[src/rtl/spi_counter_tx_pkg.sv]
// Shared types and helpers for the SPI counter transmitter.
// Imported by the transmitter top.
package spi_counter_pkg;

    typedef enum logic [1:0] {
        IDLE,
        SEND,
        WAIT_DONE
    } tx_state_t;

    function automatic int tick_div_calc(input int clk_hz, input int tick_hz);
        return clk_hz / tick_hz;
    endfunction

endpackage

[src/rtl/spi_counter_tx_if.sv]
// Start/data/ready/done handshake between the counter and the SPI master.
// master = counter side, slave = SPI master side.
interface spi_counter_tx_if #(
    parameter int DATA_W = 16
);
    logic              start;
    logic [DATA_W-1:0] tx_data;
    logic              tx_ready;
    logic              tx_done;

    modport master (
        output start,
        output tx_data,
        input  tx_ready,
        input  tx_done
    );

    modport slave (
        input  start,
        input  tx_data,
        output tx_ready,
        output tx_done
    );
endinterface

[src/rtl/spi_counter_tx_tick_div.sv]
// Free-running divider: one-cycle tick every DIV enabled cycles.
// Held at zero while disabled or cleared.
module tick_div #(
    parameter int DIV = 10
) (
    input  logic clk,
    input  logic rst,
    input  logic en,
    input  logic clr,
    output logic tick
);
    localparam int W = (DIV > 1) ? $clog2(DIV) : 1;
    localparam logic [W-1:0] LAST = W'(DIV - 1);

    logic [W-1:0] cnt;

    always_ff @(posedge clk or negedge rst) begin
        if (!rst) begin
            cnt <= '0;
        end else if (clr || !en) begin
            cnt <= '0;
        end else if (cnt == LAST) begin
            cnt <= '0;
        end else begin
            cnt <= cnt + 1'b1;
        end
    end

    assign tick = en && (cnt == LAST);
endmodule

[src/rtl/spi_counter_tx.sv]
// Up/down modulo counter that streams its value to an SPI master,
// coalescing updates that arrive while a frame is still in flight.
module spi_counter_tx
    import spi_counter_pkg::*;
#(
    parameter  int CLK_HZ    = 100_000_000,
    parameter  int TICK_HZ   = 10,
    parameter  int MAX_COUNT = 9999,
    parameter  int DATA_W    = 16,
    localparam int CNT_W     = $clog2(MAX_COUNT + 1)
) (
    input  logic             clk,
    input  logic             rst,
    input  logic             run_toggle,
    input  logic             clear,
    input  logic             down,
    spi_counter_tx_if.master spi,
    output logic [CNT_W-1:0] count,
    output logic             running,
    output logic             drop
);
    localparam int TICK_DIV = tick_div_calc(CLK_HZ, TICK_HZ);
    localparam logic [CNT_W-1:0] MAX_V = CNT_W'(MAX_COUNT);

    generate
        if (CNT_W > DATA_W) begin : g_width_err
            $error("spi_counter_tx: count does not fit in DATA_W");
        end
        if (TICK_DIV < 2) begin : g_div_err
            $error("spi_counter_tx: TICK_DIV must be at least 2");
        end
    endgenerate

    tx_state_t         state;
    tx_state_t         state_d;
    logic              tick;
    logic              step;
    logic              upd;
    logic              load;
    logic              pending;
    logic              start_q;
    logic [DATA_W-1:0] data_q;
    logic [CNT_W-1:0]  cnt_d;

    tick_div #(
        .DIV (TICK_DIV)
    ) u_div (
        .clk  (clk),
        .rst  (rst),
        .en   (running),
        .clr  (clear),
        .tick (tick)
    );

    // clear beats run_toggle beats tick
    assign step = tick && !clear && !run_toggle;
    assign upd  = clear || step;

    always_comb begin
        state_d = state;
        load    = 1'b0;
        case (state)
            IDLE: begin
                if (pending && spi.tx_ready) begin
                    load    = 1'b1;
                    state_d = SEND;
                end
            end
            SEND:      state_d = WAIT_DONE;
            WAIT_DONE: if (spi.tx_done) state_d = IDLE;
            default:   state_d = IDLE;
        endcase
    end

    always_comb begin
        cnt_d = count;
        if (clear) begin
            cnt_d = down ? MAX_V : '0;
        end else if (step) begin
            if (down) cnt_d = (count == '0) ? MAX_V : count - 1'b1;
            else      cnt_d = (count == MAX_V) ? '0 : count + 1'b1;
        end
    end

    always_ff @(posedge clk or negedge rst) begin
        if (!rst) begin
            state   <= IDLE;
            count   <= '0;
            running <= 1'b0;
            pending <= 1'b0;
            drop    <= 1'b0;
            start_q <= 1'b0;
            data_q  <= '0;
        end else begin
            state   <= state_d;
            count   <= cnt_d;
            if (clear)           running <= 1'b0;
            else if (run_toggle) running <= ~running;
            // an update landing on the load cycle re-arms pending, no drop
            pending <= upd | (pending & ~load);
            drop    <= upd & pending & ~load;
            start_q <= load;
            if (load) data_q <= DATA_W'(count);
        end
    end

    assign spi.start   = start_q;
    assign spi.tx_data = data_q;
endmodule
[src/flat_wrapper.sv]
// flat-port wrapper written by rule: the top's interface ports become plain ports
module spi_counter_tx_flat import spi_counter_pkg::*;
#(
    parameter  int CLK_HZ    = 100_000_000,
    parameter  int TICK_HZ   = 10,
    parameter  int MAX_COUNT = 9999,
    parameter  int DATA_W    = 16,
    localparam int CNT_W     = $clog2(MAX_COUNT + 1)
)
  (clk, rst, run_toggle, clear, down, count, running, drop, spi_start, spi_tx_data, spi_tx_ready, spi_tx_done);
  spi_counter_tx_if #(.DATA_W(DATA_W)) spi_i ();
  input  logic clk;
  input  logic rst;
  input  logic run_toggle;
  input  logic clear;
  input  logic down;
  output logic [CNT_W-1:0] count;
  output logic running;
  output logic drop;
  output wire logic [$bits(spi_i.start)-1:0] spi_start;
  output wire logic [$bits(spi_i.tx_data)-1:0] spi_tx_data;
  input wire logic [$bits(spi_i.tx_ready)-1:0] spi_tx_ready;
  input wire logic [$bits(spi_i.tx_done)-1:0] spi_tx_done;
  assign spi_start = spi_i.start;
  assign spi_tx_data = spi_i.tx_data;
  assign spi_i.tx_ready = spi_tx_ready;
  assign spi_i.tx_done = spi_tx_done;
  spi_counter_tx #(.CLK_HZ(CLK_HZ), .TICK_HZ(TICK_HZ), .MAX_COUNT(MAX_COUNT), .DATA_W(DATA_W)) u_core (.clk(clk), .rst(rst), .run_toggle(run_toggle), .clear(clear), .down(down), .spi(spi_i), .count(count), .running(running), .drop(drop));
endmodule
[config.mk]
export PLATFORM = sky130hd
export DESIGN_NAME = spi_counter_tx_flat
export DESIGN_NICKNAME = d
export VERILOG_FILES = /design/src/rtl/spi_counter_tx_pkg.sv /design/src/rtl/spi_counter_tx_if.sv /design/src/rtl/spi_counter_tx_tick_div.sv /design/src/rtl/spi_counter_tx.sv /design/src/flat_wrapper.sv
export SDC_FILE = /design/constraint.sdc
export NUM_CORES = 1
export LEC_CHECK = 0
export ABC_AREA = 1
export ABC_CLOCK_PERIOD_IN_PS = 4200
export BUFFER_PORTS_ARGS = -buffer_cell sky130_fd_sc_hd__buf_2
export CORE_MARGIN = 1
export CORE_UTILIZATION = 56
export DETAILED_ROUTE_END_ITERATION = 10
export PLACE_DENSITY = 0.77
export SYNTH_ARGS = -nofsm -noshare
export SYNTH_HDL_FRONTEND = slang
export SYNTH_HIERARCHICAL = 1
export SYNTH_SLANG_ARGS = --single-unit
[constraint.sdc]
create_clock -name clk -period 4.2 [get_ports clk]
set_clock_uncertainty 0.15 [all_clocks]
set_input_delay 0.63 -clock clk [delete_from_list [all_inputs] [get_ports clk]]
set_output_delay 0.63 -clock clk [all_outputs]
set_load 0.1 [all_outputs]
# Yosys cells after proc, flatten, opt, wreduce, memory -nomap -nowiden
# Index checks and enable logic that the tools add are counted.
[word_totals] output_inout_bits=33 register_bits=58 input_bits=7
[classes] n_reduce_logical=14 bitwise=6 add_sub_neg=3 muxes=15 eq_ne=6
[op_table] cell="$mux 14" n=6
[op_table] cell="$mux 24" n=2
[op_table] cell="$add 24x1->24 const B" n=1
[op_table] cell="$eq 24x24->1 const B" n=1
[op_table] cell="$add 14x1->14 const B" n=1
[op_table] cell="$eq 14x14->1 const B" n=1
[op_table] cell="$logic_not 14->1" n=1
[op_table] cell="$sub 14x1->14 const B" n=1
[op_table] cell="$pmux 2 s3" n=1
[op_table] cell="$logic_and 1x1->1" n=4
[op_table] cell="$mux 1" n=4
[op_table] cell="$mux 2" n=2
[op_table] cell="$reduce_bool 2->1" n=2
[op_table] cell="$and 1x1->1" n=3
[op_table] cell="$logic_not 1->1" n=3
[op_table] cell="$eq 2x1->1 const B" n=1
[op_table] cell="$eq 2x2->1 const B" n=1
[op_table] cell="$logic_not 2->1" n=1
[op_table] cell="$logic_or 1x1->1" n=2
[op_table] cell="$ne 2x1->1 const B" n=1
[op_table] cell="$ne 2x2->1 const B" n=1
[op_table] cell="$not 1->1" n=2
[op_table] cell="$reduce_and 2->1" n=1
[op_table] cell="$or 1x1->1" n=1

# Depth between registers and ports, before layout
[depth] depth_word=7 mapped_depth=15 mapped_depth_nobuf=14

# Modules after synthesis
# Netlist, hierarchy kept.
[by_module_without_submodules] mod="spi_counter_tx" cells_each=296 seq_area_each_um2=850.8 area_each_um2=2125.8 instances=1
[by_module_without_submodules] mod="tick_div" cells_each=214 seq_area_each_um2=600.6 area_each_um2=1488.9 instances=1

# Least setup slack after synthesis
# No wires, ideal clock.
[synth_path] path_kind="register -> register" from="register u_core.count[0]" to="register u_core.count[7]" path_stages_with_launch=10 setup_slack_ns=1.891 required_time_ns=3.966 path_buffers=0 arrival_ns=2.074 path_cell_list="dfrtp_1 inv_1 ha_1 nand3_2 nor2_2 nand3_1 o21ai_0 o21ai_0 nand2_1 o21ai_0"
[synth_between] elab_chain_len=5
[synth_lines] element="start: declaration" line_no="spi_counter_tx.sv:18" text="output logic [CNT_W-1:0] count,"
[synth_lines] element="start signal: assignment" line_no="spi_counter_tx.sv:96" text="count <= cnt_d;"
[synth_lines] element="$add 14x1->14 (tied with other cells)" line_no="spi_counter_tx.sv:81" text="else cnt_d = (count == MAX_V) ? '0 : count + 1'b1;"
[synth_lines] element="$mux 14 (on tied branches)" line_no="spi_counter_tx.sv:81, spi_counter_tx.sv:80"
[synth_lines] element="$mux 14 *" line_no="spi_counter_tx.sv:80" text="if (down) cnt_d = (count == '0) ? MAX_V : count - 1'b1;"
[synth_lines] element="$mux 14 *" line_no="spi_counter_tx.sv:79" text="end else if (step) begin"
[synth_lines] element="$mux 14 *" line_no="spi_counter_tx.sv:77" text="if (clear) begin"
# Mark *: on every way between the ends. The rest lies on a longest branch, timed or not. The select of a mux whose other input is x is not followed.
# A chain may end at the register's enable or synchronous reset.

# Worst setup path after layout
[layout_path] from="register u_core.u_div.cnt[0]" to="register u_core.count[1]"
[layout_between] elab_chain_len=5
[layout_lines] element="start: declaration" line_no="spi_counter_tx_tick_div.sv:15" text="logic [W-1:0] cnt;"
[layout_lines] element="start signal: assignment" line_no="spi_counter_tx_tick_div.sv:25" text="cnt <= cnt + 1'b1;"
[layout_lines] element="$eq 24x24->1" line_no="spi_counter_tx_tick_div.sv:29" text="assign tick = en && (cnt == LAST);"
[layout_lines] element="$logic_and 1x1->1" line_no="spi_counter_tx_tick_div.sv:29"
[layout_lines] element="via u_core.tick" line_no="spi_counter_tx.sv:36" text="logic tick;"
[layout_lines] element="$logic_and 1x1->1 (2 in a row)" line_no="spi_counter_tx.sv:56" text="assign step = tick && !clear && !run_toggle;"
[layout_lines] element="$reduce_bool 2->1 (no line)"
# The timed path passes the listed nets, and every way through them passes these cells.

==> metrics.csv <==
stage,metric,value,unit
timing,"Hold Vio Cnt, Final",0,
timing,max frequency,349,MHz
critical_path,crit-path most repeated cell,nor2_1,
clock_tree,post-cts sizing count,0,
synth,Post-synth EDFFs,0,
synth,Mapped Cells,510,
critical_path,kind of critical path,flip-flop to flip-flop,
final_layout,multi-input logic area,0.00185,mm^2
clock_tree,clock slew seen by the registers of the worst setup and hold paths,70,ps
drt,vias per inst,5.60,
synth,post-synthesis xor/xnor area fraction,4.60,%
critical_path,crit-path cells,ha_1 -> nand3_2 -> nor2_4 -> nand2_1 -> nor2_1 -> nand2_1 -> nor2_1 -> nand3_1 -> inv_1 -> nor2_1 -> buf_4 -> inv_1 -> o22ai_1 -> a31o_2,
timing,unrepaired setup endpoints after global routing,no,
floorplan,initial core utilization,59.6,%
timing,Slew HR,42.6,%
synth,Yosys top cell by area,dfrtp_1,
drt,average wire per standard cell,14.4,um
synth,Syn Area/Cell,7.09,um^2
timing,Finish-stage setup viols,0,
final_layout,fillcell total,542,
min_path,Hold Path Class,input pin to asynchronous set/reset pin,
critical_path,Critical Path Max Stage Delay,380,ps
drt,initial DRC count,343,
global_route,pin count of the biggest net entering global routing,38,
critical_path,Critical Path AT,2940,ps
synth,ys async rst share,100,%
final_layout,layout cells sized above 1,15.2,%
timing,period utilisation layout,68.3,%
drt,wire length on met3,773,um
place,DP HPWL,6570,um
drt,Routed WL,9030,um
clock_tree,H-tree depth,3,
drt,Remaining DRCs,0,
power,leakage,1.95,nW
timing,worst slew pin tran,858,ps
place,routability cong.,0.918,
run_status,status,completed,
synth,Netlist cell types,35,
final_layout,diodes inserted,0,
job,max cap viols,0,
clock_tree,Post-CTS Hold Fix Bufs,0,
global_route,grt ovf,0,
synth,Synth Area in Adders,1.04,%
synth,sequential element share of the synthesized area,40.2,%
timing,Slew Limit Fails,0,
clock_tree,cts bufs inserted,9,
synth,post-synthesis mux area share,0,%
power,Peak VDD IR,0.000497,V
clock_tree,# Post-CTS Setup Buffers,0,
drt,met2 WL,3840,um
synth,Simple-Gate Fraction of Synth Area,37.6,%
power,PwrDens,472,mW/mm^2
clock_tree,Root Driver,clkbuf_8,
global_route,vias in the first global route,3051,
floorplan,Ports,40,
global_route,first-pass GRT wire length,14400,um
synth,main combinational cell family by area after synthesis,simple AND/OR/NAND/NOR gates,
drt,via count,3504,
timing,setup TNS,0,ps
floorplan,core area,0.00606,mm^2
synth,Post-Syn Area,0.00361,mm^2
critical_path,slowest CP cell,dfrtp_1,
drt,top sig layer,met4,
clock_tree,CTS tree,yes,
floorplan,die area,0.00678,mm^2
critical_path,startpoint types,flip-flop,
synth,ranking of synthesized cells by area,"dfrtp_1, nand2_1, nor2_1",
drt,TritonRoute pass-1 iters,5,
final_layout,Reg area,0.00145,mm^2
drt,Metal-1 WL,4300,um
final_layout,final core utilization,66.6,%
drt,number of nets still failing antenna checks after routing,0,
synth,most common flop cell mapped by yosys,dfrtp_1,
critical_path,WP data required,4280,ps
clock_tree,Clock Path Buffers,2,
synth,post-synthesis compound-gate area fraction,7.86,%
timing,Final Critical Period,2870,ps
critical_path,Setup crit end kind,flip-flop,
critical_path,worst-path fanout max,13,
place,port bufs,37,
global_route,initial antenna violation count,0,
synth,Ys Warns,6,
synth,post-synth top area share,40.2,%
floorplan,chip height,82.3,um
final_layout,nets@finish,556,
floorplan,die width,82.3,um
global_route,Total GRT Usage,28.9,%
final_layout,area delta synth->final,11.7,%
clock_tree,clk sinks,58,
clock_tree,clk_lat worst skew,330,ps
synth,#FFs+latches synth,58,
floorplan,std cell rows,28,
==> cell type report <==
class                      count  area share [%]
multi-input combinational    379            45.9
sequential                    58            35.9
inverter                      59            5.48
timing repair buffer          39            4.96
clock buffer                   9            3.07
clock inverter                 7            2.32
tap                           75            2.32
==> registers in the layout (all words and copies together) (netlist names) <==
register            cells
u_core/drop             1
u_core/count           14
u_core/spi.start        1
u_core/u_div/cnt       24
u_core/running          1
u_core/spi.tx_data     14
u_core/state            2
u_core/pending          1
==> cells by family (layout without fill, tap and decap cells) <==
| logic type | after synthesis | in the layout |
|---|---|---|
| flops | 58 | 58 |
| other cells | 1 | 2 |
| compound gates | 53 | 53 |
| fa+ha+maj | 3 | 3 |
| buf+inv | 74 | 114 |
| xor+xnor | 19 | 19 |
| simple gates | 302 | 302 |
==> worst max-delay path, delay by kind of cell, from the launching register on <==
family	cells	cell delay (ps)
buffers and inverters	3	740
and+or+nand+nor	8	850
adders and majority gates	1	280
DFF	1	380
AOI/OAI and AO/OA	2	350
==> placed cells by master, fill, tap and decap left out, types with 3 or more instances in the layout <==
cell      instances
nand3_1          40
dfrtp_1          58
nor2_4            5
xor2_1           15
nand2_2           7
a21oi_1           8
buf_2            37
clkbuf_8          9
o21ai_0          35
inv_1            57
nand2_1         140
ha_1              3
xnor2_1           4
nor2_1           79
nor3_1            6
nor2_2            5
nand4_1          10
==> synthesized netlist by cell type, types with 3 or more instances <==
cell,number
inv_1,57
nand4_1,10
xor2_1,15
buf_2,5
a21oi_1,8
nand2_1,140
o21ai_0,35
nand3_1,40
nor2_1,79
xnor2_1,4
buf_6,3
nor3_1,6
dfrtp_1,58
clkbuf_1,5
nor2_2,5
ha_1,3
nand2_2,7
nor2_4,5
==> power by group <==
part | internal [W] | switching, W
clock network | 0.000332 | 0.000232
logic | 0.000100 | 0.000571
registers | 0.000623 | 0.0000485
==> layer usage <==
layer	vias to the layer above	GRT usage (%)
li1	1677	-
met1	1648	42.3
met2	163	41.5
met3	16	7.58
met4	0	8.60
met5	-	0
==> worst paths after layout <==
check	slack [ps]	cells past startpoint	startpoint	endpoint
worst max-delay path	1330	14	u_core/u_div/cnt[0]	u_core/count[1]
worst min-delay path	120	1	rst	u_core/u_div/cnt[22]
worst max register to register	1330	14	u_core/u_div/cnt[0]	u_core/count[1]
worst min register to register	320	1	u_core/u_div/cnt[0]	u_core/u_div/cnt[0]
max in group asynchronous	2920	2	rst	u_core/count[9]
min in group clk	320	1	u_core/u_div/cnt[0]	u_core/u_div/cnt[0]
==> stage by stage <==
step                power, W  instances  instance area, um^2  setup slack [ps]  hold WS (ps)
global route         0.00200        626                 4040              1100           142
detailed placement   0.00135        610                 3820              1450           316
finish               0.00191        626                 4040              1330           116
floorplan            0.00124        511                 3620              1890           184
CTS                  0.00192        626                 4040              1420           118
global placement     0.00134        610                 3820              1540           294
No activity file was read; power rests on OpenSTA's default activity.
